**config.mk**
```make
export PLATFORM = sky130hd
export DESIGN_NAME = rr_arbiter
export DESIGN_NICKNAME = d
export VERILOG_FILES = /design/src/rtl/rr_arbiter.sv
export SDC_FILE = /design/constraint.sdc
export NUM_CORES = 1
export LEC_CHECK = 0
export CAP_MARGIN = 0
export CORE_AREA = 2 2 40 42
export DETAILED_ROUTE_END_ITERATION = 10
export DIE_AREA = 0 0 42 44
export GPL_ROUTABILITY_DRIVEN = 0
export PLACE_DENSITY = 0.77
export SLEW_MARGIN = 20
export SYNTH_ARGS = -nofsm -noshare
export SYNTH_HDL_FRONTEND = slang
export SYNTH_SLANG_ARGS = --single-unit
```
**constraint.sdc**
```tcl
create_clock -name clk -period 1.75 [get_ports clk]
set_clock_uncertainty 0.05 [all_clocks]
set_input_delay 0.35 -clock clk [delete_from_list [all_inputs] [get_ports clk]]
set_output_delay 0.35 -clock clk [all_outputs]
set_load 0.1 [all_outputs]
```
**src/rtl/rr_arbiter.sv**
```systemverilog
// Round-robin arbiter: registered one-hot grant, rotating priority, and
// bounded hold so a continuously requesting port cannot starve the others.
module rr_arbiter #(
    parameter int NUM_PORTS = 4,
    parameter int MAX_HOLD  = 4,
    localparam int IDX_W    = (NUM_PORTS > 1) ? $clog2(NUM_PORTS) : 1
) (
    input  logic                 clk,
    input  logic                 reset,
    input  logic [NUM_PORTS-1:0] req_i,
    output logic [NUM_PORTS-1:0] gnt_o,
    output logic                 gnt_vld_o,
    output logic [IDX_W-1:0]     gnt_idx_o
);

    localparam int                HOLD_W    = (MAX_HOLD > 1) ? $clog2(MAX_HOLD) : 1;
    localparam logic [HOLD_W-1:0] HOLD_LAST = HOLD_W'(MAX_HOLD - 1);
    localparam logic [IDX_W-1:0]  LAST_PORT = IDX_W'(NUM_PORTS - 1);

    localparam logic [0:0] IDLE  = 1'b0;
    localparam logic [0:0] GRANT = 1'b1;

    logic [0:0]           state;
    logic [IDX_W-1:0]     ptr;
    logic [IDX_W-1:0]     owner;
    logic [HOLD_W-1:0]    hold_cnt;
    logic [NUM_PORTS-1:0] gnt;

    logic                 win_found;
    logic [IDX_W-1:0]     win_idx;
    logic [IDX_W-1:0]     win_next_ptr;
    logic                 keep_owner;

    // Port index "offset" places after base, wrapping with an explicit compare
    // so non-power-of-two port counts rotate correctly.
    function automatic logic [IDX_W-1:0] rotate(input logic [IDX_W-1:0] base,
                                                 input int offset);
        int sum;
        sum = int'(base) + offset;
        if (sum >= NUM_PORTS) sum = sum - NUM_PORTS;
        return IDX_W'(sum);
    endfunction

    // NOTE: every always_comb output gets a default before any branch so no
    // path leaves it unassigned, which would otherwise infer a latch.
    always_comb begin
        win_found = 1'b0;
        win_idx   = ptr;
        for (int i = 0; i < NUM_PORTS; i++) begin
            if (!win_found && req_i[rotate(ptr, i)]) begin
                win_found = 1'b1;
                win_idx   = rotate(ptr, i);
            end
        end
    end

    assign win_next_ptr = (win_idx == LAST_PORT) ? '0 : win_idx + 1'b1;

    // hold_cnt never exceeds HOLD_LAST, so != is equivalent to < here and
    // stays well-formed when MAX_HOLD is 1.
    assign keep_owner = (state == GRANT) && req_i[owner] && (hold_cnt != HOLD_LAST);

    // NOTE: sequential state uses non-blocking assignments so every register
    // samples the pre-edge values, independent of statement order.
    always_ff @(posedge clk or posedge reset) begin
        if (reset) begin
            state    <= IDLE;
            ptr      <= '0;
            owner    <= '0;
            hold_cnt <= '0;
            gnt      <= '0;
        end else if (keep_owner) begin
            hold_cnt <= hold_cnt + 1'b1;
        end else if (win_found) begin
            state    <= GRANT;
            owner    <= win_idx;
            ptr      <= win_next_ptr;
            hold_cnt <= '0;
            gnt      <= NUM_PORTS'(1) << win_idx;
        end else begin
            state    <= IDLE;
            hold_cnt <= '0;
            gnt      <= '0;
        end
    end

    assign gnt_o     = gnt;
    assign gnt_vld_o = (state == GRANT);
    assign gnt_idx_o = owner;

endmodule

```
# [After elaboration in Yosys (flattened, before gate mapping)]
# Index checks and enable logic that the tools add are counted.
[op_classes] add_sub_neg=9 n_lt_le_gt_ge=9 eq_ne=2 n_shift=1 muxes=26 bitwise=1 reduce_logical=9
[op_table] operator="2-bit 2-to-1 mux" count=10
[op_table] operator="2-bit by 3-bit < comparator with 1-bit output (second input constant)" count=5
[op_table] operator="1-bit binary-select mux with 2-bit select" count=5
[op_table] operator="1-bit 2-to-1 mux" count=10
[op_table] operator="3-bit >= comparator (second input constant)" count=3
[op_table] operator="2-bit by 1-bit subtractor with 2-bit output (second input constant)" count=4
[op_table] operator="2-bit by 2-bit adder with 3-bit output (second input constant)" count=2
[op_table] operator="1-bit logical AND" count=5
[op_table] operator="2-bit by 1-bit adder with 2-bit output (second input constant)" count=2
[op_table] operator="4-bit 2-to-1 mux" count=1
[op_table] operator="1-bit by 2-bit left shift with 4-bit output (first input constant)" count=1
[op_table] operator="2-bit by 1-bit adder with 3-bit output (second input constant)" count=1
[op_table] operator="2-bit by 3-bit >= comparator with 1-bit output (second input constant)" count=1
[op_table] operator="1-bit logical NOT" count=3
[op_table] operator="2-bit equality test (second input constant)" count=1
[op_table] operator="2-bit != test (second input constant)" count=1
[op_table] operator="2-bit AND reduction" count=1
[op_table] operator="1-bit NOT" count=1
[word_totals] regBits=11

# [Longest topological paths before layout]
[depth] word_depth=16 mapped_depth=7 ltp_nobuf=7

# [Least setup slack after synthesis]
# No wires, ideal clock.
[synth_path] path_type="register to register" startpoint="reg owner[0] (netlist: gnt_idx_o[0])" endpoint="reg owner[0] (netlist: gnt_idx_o[0])" setup_ns=0.126 arrival_ns=1.912 setup_slack_ns=-0.337 path_stages_with_launch=5 n_path_buf=0 period_less_slack_ns=2.087 path_cell_list="dfrtp_1 mux2i_1 o22ai_2 a21oi_2 mux2_2"
[synth_via] elab_chain_cells=6
[synth_lines] item="from (decl)" line_no="25" source="logic [IDX_W-1:0] owner;"
[synth_lines] item="from (signal assigned)" line_no="76" source="owner <= win_idx;"
[synth_lines] item="1-bit binary-select mux with 2-bit select" line_no="61" source="assign keep_owner = (state == GRANT) && req_i[owner] && (hold_cnt != HOLD_LAST);"
[synth_lines] item="1-bit 2-to-1 mux (implied by the code)" line_no="61"
[synth_lines] item="1-bit logical AND (2 in a row)" line_no="61"
[synth_lines] item="1-bit NOT (no source line)"
[synth_lines] item="2-bit AND reduction (no source line)"
# No other way between the ends. The select of a mux whose other input is x is not followed.
# A chain may end at the register's enable or synchronous reset.

# [Worst setup path in the final report]
[layout_path] startpoint="reg hold_cnt[0]" endpoint="reg owner[1] (netlist: gnt_idx_o[1])"
[layout_via] elab_chain_cells=4
[layout_lines] item="from (decl)" line_no="26" source="logic [HOLD_W-1:0] hold_cnt;"
[layout_lines] item="from (signal assigned)" line_no="73" source="hold_cnt <= hold_cnt + 1'b1;"
[layout_lines] item="2-bit != test" line_no="61"
[layout_lines] item="1-bit logical AND" line_no="61"
[layout_lines] item="1-bit NOT (no source line)"
[layout_lines] item="2-bit AND reduction (no source line)"
# No other way between the ends.

==> impl_metrics.ini <==
[outcome]
status = completed

[synth]
ys_types = 20
synth_area_leaders = dfrtp_1, ha_1, nand2_1, o21ai_0, mux2i_1
async_flop_share_pct = 100.0
netlist.area_leader.share_pct = 44.99
synth_edf_count = 0
ys_warn_count = 0
avgSynthCellArea_um2 = 10.03
yosysTopAreaCell = dfrtp_1
syn_area_um2 = 611.8
syn_nets = 72
ys_ff_latch = 11
ys_seq_area_share_pct = 44.99
ys_top_cells_by_count = dfrtp_1, nand2_1, o21ai_0
yosysMostFrequentCell = dfrtp_1
synth_cells = 61
ys.flop_type = dfrtp_1

[detailed_routing]
ant_nets = 0
routed_via_density = 5.120
drcViolationCount = 0
first_iter_violations = 5
wl_met3_um = 19
met2_length_um = 704
post_drt_wl_per_cell_um = 13.05
dr_total_vias = 512
highest_layer = met3
drt-total-wl_um = 1305
drtPass1Iterations = 4
met1_length_um = 581

[clock_tree]
clockRootBuffer = clkbuf_4
clock_latency_ps = 270
htree_levels = 1
cts.sinks = 11
cts_max_path_buffers = 2
cts_tree = yes
cts_setup_buffers = 0
cts_buffers = 3
clk_pin_slew_ps = 80

[placed_design]
io_buffers = 12
dp.cells = 96
dp_hpwl_um = 1016
place_worst_setup_slack_ps = -367.5

[die]
dieArea_um2 = 1848
ios = 13
die_y_um = 44
coreArea_um2 = 1419
initial_core_util_pct = 43.12
rows = 14
die_w_um = 42

[pwr]
leakage_nw = 0.4500
ir_drop_v = 0.001026
p_per_area_nw_per_um2 = 2021
finalPower_mw = 1.897

[global_routing]
antenna_found_initial = 0
grt_pass1_wl_um = 2263
overflow = 0
grt_max_degree = 12
grt_pass1_vias = 513
track_usage_pct = 16.37

[sta]
hold_viol = 0
worst_hold_slack_ps = 318.5
setup_ws_ps = 63.99
worst_pin_slew_ps = 426.3
slew_headroom_pct = 71.55
fin_crit_ps = 1686
finalSetupViolations = 0
finalCritPeriodShare_pct = 96.34
slew_violations = 0
fmax_mhz = 593.1
rsz0062_at_grt = false

[worst_setup_path]
end_kind = register
required_ps = 1850
worstSetupStartpointType = register
path_class = reg -> reg
worstPathArrival_ps = 1790
worstPathMaxFanout = 4

[worst_hold_path]
hp-class = in -> async

[layout]
nNetsFinal = 96
instances_no_fill = 100
antenna_cells = 0
nFillCells = 114
drive_gt1_share_pct = 34.52
synthToLayoutAreaGrowth_pct = 53.37
multi_input_area_um2 = 342.8
regArea_um2 = 281.5

[run]
cap_viol_max_count = 0
==> power breakdown <==
group          total (mW)  internal [mW]  switching, mW
Clock               0.182         0.0881         0.0937
Combinational        1.23          0.510          0.721
Sequential          0.484          0.367          0.117
Total                1.90          0.965          0.932
==> final timing paths <==
path	startpoint	to	slack, ps	cells after the start
max	hold_cnt[0]	gnt_idx_o[1]	60	5
min	reset	gnt_idx_o[0]	320	2
max reg2reg	hold_cnt[0]	gnt_idx_o[1]	60	5
min reg2reg	hold_cnt[0]	hold_cnt[0]	400	1
max in group asynchronous	reset	gnt_idx_o[0]	1000	2
min in group clk	hold_cnt[0]	hold_cnt[0]	400	1
==> final cells by class <==
type / instances / share of cell area (%)
well taps: 16 / 2.133
repair buffers: 20 / 26.53
flip-flops and latches: 11 / 30.00
multi-input cells: 44 / 36.53
inverters: 5 / 2.000
clock buffers: 4 / 2.800
==> cells by family after synthesis <==
| kind of cell | synth area share, % |
|---|---|
| AO/OA/AOI/OAI | 15.13 |
| flip-flops | 44.99 |
| buffers and inverters | 3.885 |
| adder cells (fa/ha/maj) | 10.22 |
| multiplexers | 10.43 |
| AND/OR/NAND/NOR | 15.34 |
==> what timing repair did <==
action,4_1_cts,5_1_grt
endpoints found under the hold margin,0,0
pin swaps,0,1
hold buffers,0,0
endpoints found under the setup margin,6,4
resized for setup,7,7
==> cell usage in the layout, fill, tap and decap left out, drive strengths merged <==
cell type / synthesis / layout
buf: 1 / 15
dfrtp: 11 / 11
nand2: 10 / 10
o21ai: 7 / 7
inv: 5 / 5
ha: 5 / 5
clkbuf: 0 / 4
mux2i: 3 / 3
dlygate4sd2: 0 / 3
a21oi: 3 / 3
nor2b: 3 / 3
mux2: 3 / 3
nand3b: 2 / 2
nor2: 2 / 2
o221a: 1 / 1
or3b: 1 / 1
o22ai: 1 / 1
a21o: 1 / 1
o31ai: 1 / 1
and2: 1 / 1
dlymetal6s2s: 0 / 1
clkdlybuf4s50: 0 / 1
==> per-stage QoR <==
stage	area (µm²)	util [%]	TNS, ps
3_5_place_dp	883.3	62.26	-2500
2_1_floorplan	618.1	-	0
6_report	938.4	66.14	0
5_1_grt	938.4	66.14	0
4_1_cts	920.9	64.90	0
3_3_place_gp	883.3	62.26	-2232
==> worst max-delay path: stages (launching register included) <==
cell and delay, ps:
dfrtp_1 390, ha_2 190, or3b_4 380, o22ai_4 170, a21oi_4 70, mux2_1 320
==> routing by layer <==
layer | track usage, % | up-vias
met5 | 0 | -
met1 | 21.32 | 252
li1 | - | 256
met3 | 1.667 | 0
met4 | 7.742 | 0
met2 | 27.50 | 4
==> registers in the layout, summed over array words and instances (netlist names) <==
signal / cells
gnt_o: 4
gnt_idx_o: 2
hold_cnt: 2
ptr: 2
gnt_vld_o: 1
Power figures use the tool's default switching activity.
